**src/rtl/alu_multicycle_if.sv**
```systemverilog
// Request/response bundle for alu_multicycle: operands and opcode in, registered result, flags and handshake out.
interface alu_multicycle_if #(
    parameter int WIDTH = 32
);
    logic             start;
    logic [WIDTH-1:0] a;
    logic [WIDTH-1:0] b;
    logic [2:0]       aluCont;
    logic [WIDTH-1:0] result;
    logic [WIDTH-1:0] hi;
    logic             zero;
    logic             carry_out;
    logic             overflow;
    logic             busy;
    logic             done;

    modport master (
        output start, a, b, aluCont,
        input  result, hi, zero, carry_out, overflow, busy, done
    );

    modport slave (
        input  start, a, b, aluCont,
        output result, hi, zero, carry_out, overflow, busy, done
    );
endinterface

```
**src/rtl/alu_multicycle.sv**
```systemverilog
// MIPS execute-stage ALU: single-cycle logic/add/sub/slt plus a WIDTH-cycle unsigned shift-add MULTU.
module alu_multicycle #(
    parameter int WIDTH = 32
) (
    input logic              clk,
    input logic              rst,
    alu_multicycle_if.slave  bus
);
    typedef enum logic [2:0] {
        OP_AND  = 3'b000,
        OP_OR   = 3'b001,
        OP_ADD  = 3'b010,
        OP_MULT = 3'b011,
        OP_XOR  = 3'b100,
        OP_NOR  = 3'b101,
        OP_SUB  = 3'b110,
        OP_SLT  = 3'b111
    } op_e;

    typedef enum logic {S_IDLE, S_MUL} state_e;

    localparam int CW = (WIDTH > 2) ? $clog2(WIDTH) : 1;

    state_e           state, state_nxt;
    op_e              op;
    logic             accept, last;
    logic [CW-1:0]    step;
    logic [WIDTH-1:0] mcand, mq, acc;
    logic [WIDTH:0]   mac_sum;
    logic [WIDTH-1:0] acc_nxt, mq_nxt;

    logic             is_sub;
    logic [WIDTH-1:0] b_eff, add_s;
    logic             add_c, add_v;
    logic [WIDTH-1:0] alu_res;
    logic             alu_c, alu_v;

    logic [WIDTH-1:0] result_q, hi_q;
    logic             zero_q, carry_q, ovf_q, done_q;

    assign op     = op_e'(bus.aluCont);
    assign accept = (state == S_IDLE) && bus.start;
    assign last   = (step == CW'(WIDTH - 1));

    // One multiplier bit per step: conditionally add, then shift {acc,mq} right.
    assign mac_sum = {1'b0, acc} + (mq[0] ? {1'b0, mcand} : '0);
    assign acc_nxt = mac_sum[WIDTH:1];
    assign mq_nxt  = {mac_sum[0], mq[WIDTH-1:1]};

    // Shared adder: SUB/SLT invert B and inject carry-in 1.
    assign is_sub         = (op == OP_SUB) || (op == OP_SLT);
    assign b_eff          = is_sub ? ~bus.b : bus.b;
    assign {add_c, add_s} = {1'b0, bus.a} + {1'b0, b_eff} + {{WIDTH{1'b0}}, is_sub};
    assign add_v          = (bus.a[WIDTH-1] == b_eff[WIDTH-1]) && (add_s[WIDTH-1] != bus.a[WIDTH-1]);

    always_comb begin
        alu_res = '0;
        alu_c   = 1'b0;
        alu_v   = 1'b0;
        case (op)
            OP_AND:  alu_res = bus.a & bus.b;
            OP_OR:   alu_res = bus.a | bus.b;
            OP_XOR:  alu_res = bus.a ^ bus.b;
            OP_NOR:  alu_res = ~(bus.a | bus.b);
            OP_ADD, OP_SUB: begin
                alu_res = add_s;
                alu_c   = add_c;
                alu_v   = add_v;
            end
            OP_SLT: begin
                alu_res = {{(WIDTH-1){1'b0}}, add_s[WIDTH-1] ^ add_v};
                alu_c   = add_c;
            end
            default: alu_res = '0;
        endcase
    end

    always_ff @(posedge clk) begin
        if (rst) state <= S_IDLE;
        else     state <= state_nxt;
    end

    always_comb begin
        state_nxt = state;
        case (state)
            S_IDLE:  if (accept && op == OP_MULT) state_nxt = S_MUL;
            S_MUL:   if (last) state_nxt = S_IDLE;
            default: state_nxt = S_IDLE;
        endcase
    end

    always_ff @(posedge clk) begin
        if (rst) begin
            result_q <= '0;
            hi_q     <= '0;
            zero_q   <= 1'b0;
            carry_q  <= 1'b0;
            ovf_q    <= 1'b0;
            done_q   <= 1'b0;
            mcand    <= '0;
            mq       <= '0;
            acc      <= '0;
            step     <= '0;
        end else begin
            done_q <= 1'b0;
            if (accept) begin
                if (op == OP_MULT) begin
                    mcand <= bus.a;
                    mq    <= bus.b;
                    acc   <= '0;
                    step  <= '0;
                end else begin
                    result_q <= alu_res;
                    zero_q   <= (alu_res == '0);
                    carry_q  <= alu_c;
                    ovf_q    <= alu_v;
                    done_q   <= 1'b1;
                end
            end else if (state == S_MUL) begin
                acc  <= acc_nxt;
                mq   <= mq_nxt;
                step <= step + 1'b1;
                if (last) begin
                    result_q <= mq_nxt;
                    hi_q     <= acc_nxt;
                    zero_q   <= ({acc_nxt, mq_nxt} == '0);
                    carry_q  <= 1'b0;
                    ovf_q    <= 1'b0;
                    done_q   <= 1'b1;
                end
            end
        end
    end

    assign bus.result    = result_q;
    assign bus.hi        = hi_q;
    assign bus.zero      = zero_q;
    assign bus.carry_out = carry_q;
    assign bus.overflow  = ovf_q;
    assign bus.busy      = (state == S_MUL);
    assign bus.done      = done_q;
endmodule

```
**src/flat_wrapper.sv**
```systemverilog
// flat-port wrapper written by rule: the top's interface ports become plain ports
module alu_multicycle_flat 
#(
    parameter int WIDTH = 32
)
  (clk, rst, bus_start, bus_a, bus_b, bus_aluCont, bus_result, bus_hi, bus_zero, bus_carry_out, bus_overflow, bus_busy, bus_done);
  alu_multicycle_if #(.WIDTH(WIDTH)) bus_i ();
  input logic clk;
  input logic rst;
  input wire logic [$bits(bus_i.start)-1:0] bus_start;
  input wire logic [$bits(bus_i.a)-1:0] bus_a;
  input wire logic [$bits(bus_i.b)-1:0] bus_b;
  input wire logic [$bits(bus_i.aluCont)-1:0] bus_aluCont;
  output wire logic [$bits(bus_i.result)-1:0] bus_result;
  output wire logic [$bits(bus_i.hi)-1:0] bus_hi;
  output wire logic [$bits(bus_i.zero)-1:0] bus_zero;
  output wire logic [$bits(bus_i.carry_out)-1:0] bus_carry_out;
  output wire logic [$bits(bus_i.overflow)-1:0] bus_overflow;
  output wire logic [$bits(bus_i.busy)-1:0] bus_busy;
  output wire logic [$bits(bus_i.done)-1:0] bus_done;
  assign bus_i.start = bus_start;
  assign bus_i.a = bus_a;
  assign bus_i.b = bus_b;
  assign bus_i.aluCont = bus_aluCont;
  assign bus_result = bus_i.result;
  assign bus_hi = bus_i.hi;
  assign bus_zero = bus_i.zero;
  assign bus_carry_out = bus_i.carry_out;
  assign bus_overflow = bus_i.overflow;
  assign bus_busy = bus_i.busy;
  assign bus_done = bus_i.done;
  alu_multicycle #(.WIDTH(WIDTH)) u_core (.clk(clk), .rst(rst), .bus(bus_i));
endmodule
```
**config.mk**
```make
export PLATFORM = sky130hd
export DESIGN_NAME = alu_multicycle_flat
export DESIGN_NICKNAME = d
export VERILOG_FILES = /design/src/rtl/alu_multicycle_if.sv /design/src/rtl/alu_multicycle.sv /design/src/flat_wrapper.sv
export SDC_FILE = /design/constraint.sdc
export NUM_CORES = 1
export LEC_CHECK = 0
export BUFFER_PORTS_ARGS = -buffer_cell sky130_fd_sc_hd__buf_2
export CELL_PAD_IN_SITES_DETAIL_PLACEMENT = 1
export CELL_PAD_IN_SITES_GLOBAL_PLACEMENT = 1
export CORE_AREA = 2 2 169 171
export CTS_CLUSTER_SIZE = 8
export DETAILED_ROUTE_END_ITERATION = 6
export DIE_AREA = 0 0 171 173
export PLACE_DENSITY = 0.95
export SLEW_MARGIN = 5
export SYNTH_ARGS = -nofsm -noshare
export SYNTH_HDL_FRONTEND = slang
export SYNTH_SLANG_ARGS = --single-unit
```
**constraint.sdc**
```tcl
create_clock -name clk -period 10.6 [get_ports clk]
set_clock_uncertainty 0.1 [all_clocks]
set_input_delay 0.53 -clock clk [delete_from_list [all_inputs] [get_ports clk]]
set_output_delay 0.53 -clock clk [all_outputs]
set_load 0.005 [all_outputs]
```
After elaboration in Yosys (flattened, before gate mapping) --
Index checks and enable logic that the tools add are counted.
Word-level totals: register bits after elaboration 170, bits in latches 0, bits in writable memories 0, bits in read-only memories 0, bits of input ports 70, output and inout port bits 69, word-level logic and storage cells 85, memories 0
Cells by class: add/subtract/negate cells 4, multiply operators 0, div/mod/pow operators 0, $lt $le $gt $ge 0, eq/ne operators 12, shift-type cells 0, multiplexer cells 35, bitwise operators 8, reductions and logical operators 15
Operators by type and width (number):
- 2-to-1 mux 32 bit | 12
- case mux 32 bit (6 select lines) | 1
- logical NOT 64 bit | 1
- NOT 32 bit | 2
- adder 32 x 32 -> 33 bit | 1
- adder 32 x 33 -> 33 bit | 1
- adder 33 x 1 -> 33 bit | 1
- AND 32 bit | 1
- logical NOT 32 bit | 1
- bitwise OR 32 bit | 1
- bitwise XOR 32 bit | 1
- 2-to-1 mux 1 bit | 18
- 2-to-1 mux 5 bit | 3
- equality test 3 bit (second input constant) | 4
- equality test 3 x 2 -> 1 bit (second input constant) | 2
- AND reduction 3 bit | 2
- adder 5 x 1 -> 5 bit (second input constant) | 1
- equality test 5 bit (second input constant) | 1
- inequality test 2 bit (second input constant) | 2
- AND reduction 2 bit | 2
- nonzero test 2 bit | 2
- equality test 3 x 1 -> 1 bit (second input constant) | 1
- logical AND 1 bit | 3
- logical NOT 3 bit | 1
- other kinds (8) | 9

Logic depth before layout (Yosys ltp) --
depth after elaboration 12, mapped depth 21, gate-level depth less buffers 15

Least setup slack after synthesis --
Ideal clock, no wire load.
kind input port to flip-flop, start point in bus_aluCont[2], end point reg u_core.zero_q, in the netlist u_core.bus.zero, setup time 0.059 ns, data arrival time 5.415 ns, required time 10.441 ns, slack 5.026 ns, cell stages on the path 20, path buffers 6, cells stage by stage buf_6 -> clkbuf_1 -> clkbuf_1 -> buf_1 -> clkbuf_1 -> nand2_1 -> buf_1 -> xnor2_1 -> ha_1 -> or2_2 -> o32a_4 -> xnor2_2 -> o22ai_1 -> or4_1 -> or4_1 -> or4b_1 -> nor4_1 -> nand4_1 -> o22ai_1 -> a41o_1
Between the ends: word-level cells in the longest chain between the ends 12, elaborated cells between the ends (all ways) 23, those cells by class add/sub: 2; eq/ne: 10; mux: 4; bitwise: 1; reduce/logical: 6
RTL lines:
- start: declaration | RTL line flat_wrapper.sv:13 | input wire logic [$bits(bus_i.aluCont)-1:0] bus_aluCont;
- equality test 3 bit | RTL line alu_multicycle.sv:51, alu_multicycle.sv:60
- logical OR 1 bit | RTL line alu_multicycle.sv:51 | assign is_sub = (op == OP_SUB) || (op == OP_SLT);
- 2-to-1 mux 32 bit | RTL line alu_multicycle.sv:52 | assign b_eff = is_sub ? ~bus.b : bus.b;
- adder 32 x 32 -> 33 bit | RTL line alu_multicycle.sv:53 | assign {add_c, add_s} = {1'b0, bus.a} + {1'b0, b_eff} + {{WIDTH{1'b0}}, is_sub};
- adder 33 x 1 -> 33 bit | RTL line alu_multicycle.sv:53
- inequality test 1 bit | RTL line alu_multicycle.sv:54 | assign add_v = (bus.a[WIDTH-1] == b_eff[WIDTH-1]) && (add_s[WIDTH-1] != bus.a[WIDTH-1]);
- logical AND 1 bit | RTL line alu_multicycle.sv:54
- bitwise XOR 1 bit | RTL line alu_multicycle.sv:71 | alu_res = {{(WIDTH-1){1'b0}}, add_s[WIDTH-1] ^ add_v};
- case mux 32 bit (6 select lines) | RTL line alu_multicycle.sv:60 | case (op)
- logical NOT 32 bit | RTL line alu_multicycle.sv:114 | zero_q <= (alu_res == '0);
- 2-to-1 mux 1 bit | RTL line alu_multicycle.sv:107 | if (op == OP_MULT) begin
- 2-to-1 mux 1 bit | RTL line alu_multicycle.sv:106 | if (accept) begin
- end signal: assignment | RTL line alu_multicycle.sv:114
- end signal: assignment | RTL line alu_multicycle.sv:126 | zero_q <= ({acc_nxt, mq_nxt} == '0);
- end: declaration | RTL line alu_multicycle.sv:39 | logic zero_q, carry_q, ovf_q, done_q;
Parallel ways exist; a longest one is shown, timed or not. The select of a mux whose other input is x is not followed. A chain may end at the register's enable or synchronous reset.

Worst setup path after layout --
start point reg u_core.mq[0], end point reg u_core.zero_q, in the netlist u_core.bus.zero
Between the ends: word-level cells in the longest chain between the ends 6
RTL lines:
- start: declaration | RTL line alu_multicycle.sv:28 | logic [WIDTH-1:0] mcand, mq, acc;
- start signal: assignment | RTL line alu_multicycle.sv:109 | mq <= bus.b;
- start signal: assignment | RTL line alu_multicycle.sv:121 | mq <= mq_nxt;
- 2-to-1 mux 32 bit | RTL line alu_multicycle.sv:46 | assign mac_sum = {1'b0, acc} + (mq[0] ? {1'b0, mcand} : '0);
- adder 32 x 33 -> 33 bit | RTL line alu_multicycle.sv:46
- logical NOT 64 bit | RTL line alu_multicycle.sv:126
- 2-to-1 mux 1 bit | RTL line alu_multicycle.sv:123 | if (last) begin
- 2-to-1 mux 1 bit | RTL line alu_multicycle.sv:119 | end else if (state == S_MUL) begin
- 2-to-1 mux 1 bit | RTL line alu_multicycle.sv:106
No other way between the ends. The select of a mux whose other input is x is not followed.

==> impl_metrics.csv <==
group,metric,value,unit
flow_run,maxCapViolCount,0,
hold_path,worstHoldPathCells,3,
global_routing,overflow,0,
floorplan,die_y,173,um
setup_path,cp.arrival,5.31,ns
placement,placedCellCount,2215,
sta,finalMaxSlewViolations,0,
setup_path,path_max_fanout,32,
logic_synthesis,avgSynthCellArea,7.30,sq um
sta,setup_tns,0,ns
placement,place_congestion,0.922,
logic_synthesis,ys_warn_count,0,
cells_and_area,nNetsFinal,2058,
logic_synthesis,ys_seq_area_frac,0.260,
cells_and_area,syn_to_final_growth,11.2,%
pwr,power_density,124,nW/um^2
setup_path,critPathKind,"reg2reg",
global_routing,antenna_found_initial,0,
logic_synthesis,synth_edf_count,0,
logic_synthesis,synth_cells,1794,
placement,dpl_worst_slack,5.29,ns
detailed_routing,remaining_drc_errors,0,
setup_path,start_kind,"flop",
hold_path,hold_path.class,"in2reg",
floorplan,dieWidth,171,um
placement,portBuffers,138,
logic_synthesis,ys.flop_type,"dfxtp_1",
setup_path,r2r_setup_slack,5.58,ns
clock_network,cts.sinks,170,
detailed_routing,dr.pass1.iters,7,
sta,fin_crit,5.02,ns
setup_path,r2r-end,"u_core.bus.zero",
logic_synthesis,netlist_area,13100,sq um
clock_network,cts_root_buf,"clkbuf_16",
detailed_routing,vias,14300,
pwr,power.total,1.81,mW
logic_synthesis,syn_nets,1996,
floorplan,rows,61,
global_routing,grt_usage,0.340,
sta,finalSetupViolations,0,
detailed_routing,ant_nets,0,
cells_and_area,antenna_cells,0,
clock_network,cts_buffers,17,
global_routing,grt_pass1_wl,79300,um
floorplan,core,27600,sq um
floorplan,ios,139,
sta,slew_headroom,0.325,
global_routing,grt_pass1_vias,14400,
setup_path,rr_startpoint,"u_core.mq[0]",
logic_synthesis,synth_cell_types,71,
logic_synthesis,synth.most_common_cell,"nand2_1",
detailed_routing,via_per_inst,6.36,
logic_synthesis,synth_seq_cells,170,
sta,period_share,0.474,
run_status,outcome,"finished clean",
logic_synthesis,synth_common_cells,"nand2_1, nor2_1, dfxtp_1",
cells_and_area,drive_gt1_frac,0.115,
placement,dpl.hpwl,36200,um
clock_network,cts_tree,"done",
clock_network,htree_levels,4,
pwr,ir_drop,0.112,mV
sta,hold_viol_final,0,
setup_path,end_kind,"flop",
clock_network,holdBufCountCts,0,
sta,fmax,199,MHz
logic_synthesis,yosysTopAreaCellShare,0.260,
clock_network,clk_path_buf_depth,2,
clock_network,post_cts_buffers,0,
floorplan,dieArea,29600,sq um
logic_synthesis,synth_largest_area_cell,"dfxtp_1",
cells_and_area,fin_util,0.528,
detailed_routing,drtIter0Drc,1288,
hold_path,min_to,"u_core.mcand[2]",
global_routing,grt_max_degree,94,
sta,setup_ws,5.58,ns
clock_network,post_cts_resized,0,
clock_network,clk_pin_slew,0.07,ns
sta,tightest_slew,1.01,ns
setup_path,worstRegToRegCells,13,
logic_synthesis,ys_top_cells_by_area,"dfxtp_1, ha_1, nand2_1",
sta,grt_setup_unrepaired,"false",
pwr,leakagePower,6.40,nW
hold_path,hold_start,"bus_a[2]",
floorplan,start_util,0.474,
detailed_routing,wire_per_inst,22.9,um
setup_path,worst_ep_required_time,10.89,ns
clock_network,clock_latency,0.45,ns
logic_synthesis,synthArstFlopShare,0,
cells_and_area,fin_cells,2247,
detailed_routing,wirelength,51300,um
## placed cells by master (no fill, tap or decap), types with 17 or more instances in the layout
cell type  count
o21ai_0       95
a21o_1        40
clkbuf_16     17
buf_2        137
buf_4         24
nor2_1       209
nand2_1      259
dfxtp_1      170
xor2_1        25
ha_1         130
and2_1        40
mux2i_1       22
nand3_1       45
nor4_1        17
a21oi_1      165
a31oi_1       21
inv_1         86
a311oi_1      37
xnor2_1       52
a211oi_1      41
## area by class of cell
| cell class | count | area (sq um) |
|---|---|---|
| Sequential cell | 170 | 3400 |
| Multi-Input combinational cell | 1420 | 8920 |
| Tap cell | 378 | 473 |
| Timing Repair Buffer | 161 | 866 |
| Fill cell | 3540 | 13100 |
| Inverter | 86 | 323 |
| Clock buffer | 18 | 429 |
| Clock inverter | 14 | 160 |
## stage by stage
step	hold slack [ns]	instance area, sq um
after floorplan	0.332	13100
after detailed placement	0.346	14000
after CTS	0.285	14600
final	0.295	14600
after global routing	0.306	14600
after global placement	0.339	14000
## critical path, cell delays in order, from the launching register on
cell and delay, ns:
dfxtp_1 0.33, buf_4 0.31, nand2_1 0.17, fa_1 0.44, xor2_1 0.45, nand4_1 0.18
nor4_1 0.46, nand4b_1 0.19, or4_1 0.43, nor4b_1 0.41, nor4bb_1 0.46, nand4b_1 0.18
nor4b_1 0.58, a41o_1 0.27
## flip-flops by register name (all words and copies together) (netlist names)
register / flops
u_core.acc: 32
u_core.bus.busy: 1
u_core.bus.carry_out: 1
u_core.bus.done: 1
u_core.bus.hi: 32
u_core.bus.overflow: 1
u_core.bus.result: 32
u_core.bus.zero: 1
u_core.mcand: 32
u_core.mq: 32
u_core.step: 5
## report_power, final
part	switching, mW	leakage [nW]	internal, mW
combinational	0.305	4.74	0.167
sequential	0.0242	1.38	0.662
clock	0.299	0.286	0.353
total	0.628	6.40	1.18
## cells by family after synthesis
group,count (synthesis),synth area share
compound gates,511,0.249
flops,170,0.260
buf+inv,204,0.0610
fa+ha+maj,132,0.127
xor+xnor,78,0.0527
simple gates,673,0.230
mux,26,0.0202
## worst max-delay path by stage
stage	start	endpoint	slack, ns
final	u_core.mq[0]	u_core.bus.zero	5.58
after global routing	bus_aluCont[2]	u_core.bus.zero	5.43
after CTS	bus_aluCont[2]	u_core.bus.zero	5.75
after detailed placement	bus_aluCont[2]	u_core.bus.zero	5.29
after global placement	bus_aluCont[2]	u_core.bus.zero	5.39
after floorplan	bus_aluCont[2]	u_core.bus.zero	5.03
## routing by layer
layer / vias to the layer above / global-route usage / wire length (um)
li1: 6437 / - / -
met1: 7040 / 0.430 / 21200
met2: 663 / 0.571 / 24300
met3: 156 / 0.0403 / 3600
met4: 0 / 0.162 / 2330
met5: - / 0 / 0
Power figures use the tool's default switching activity.
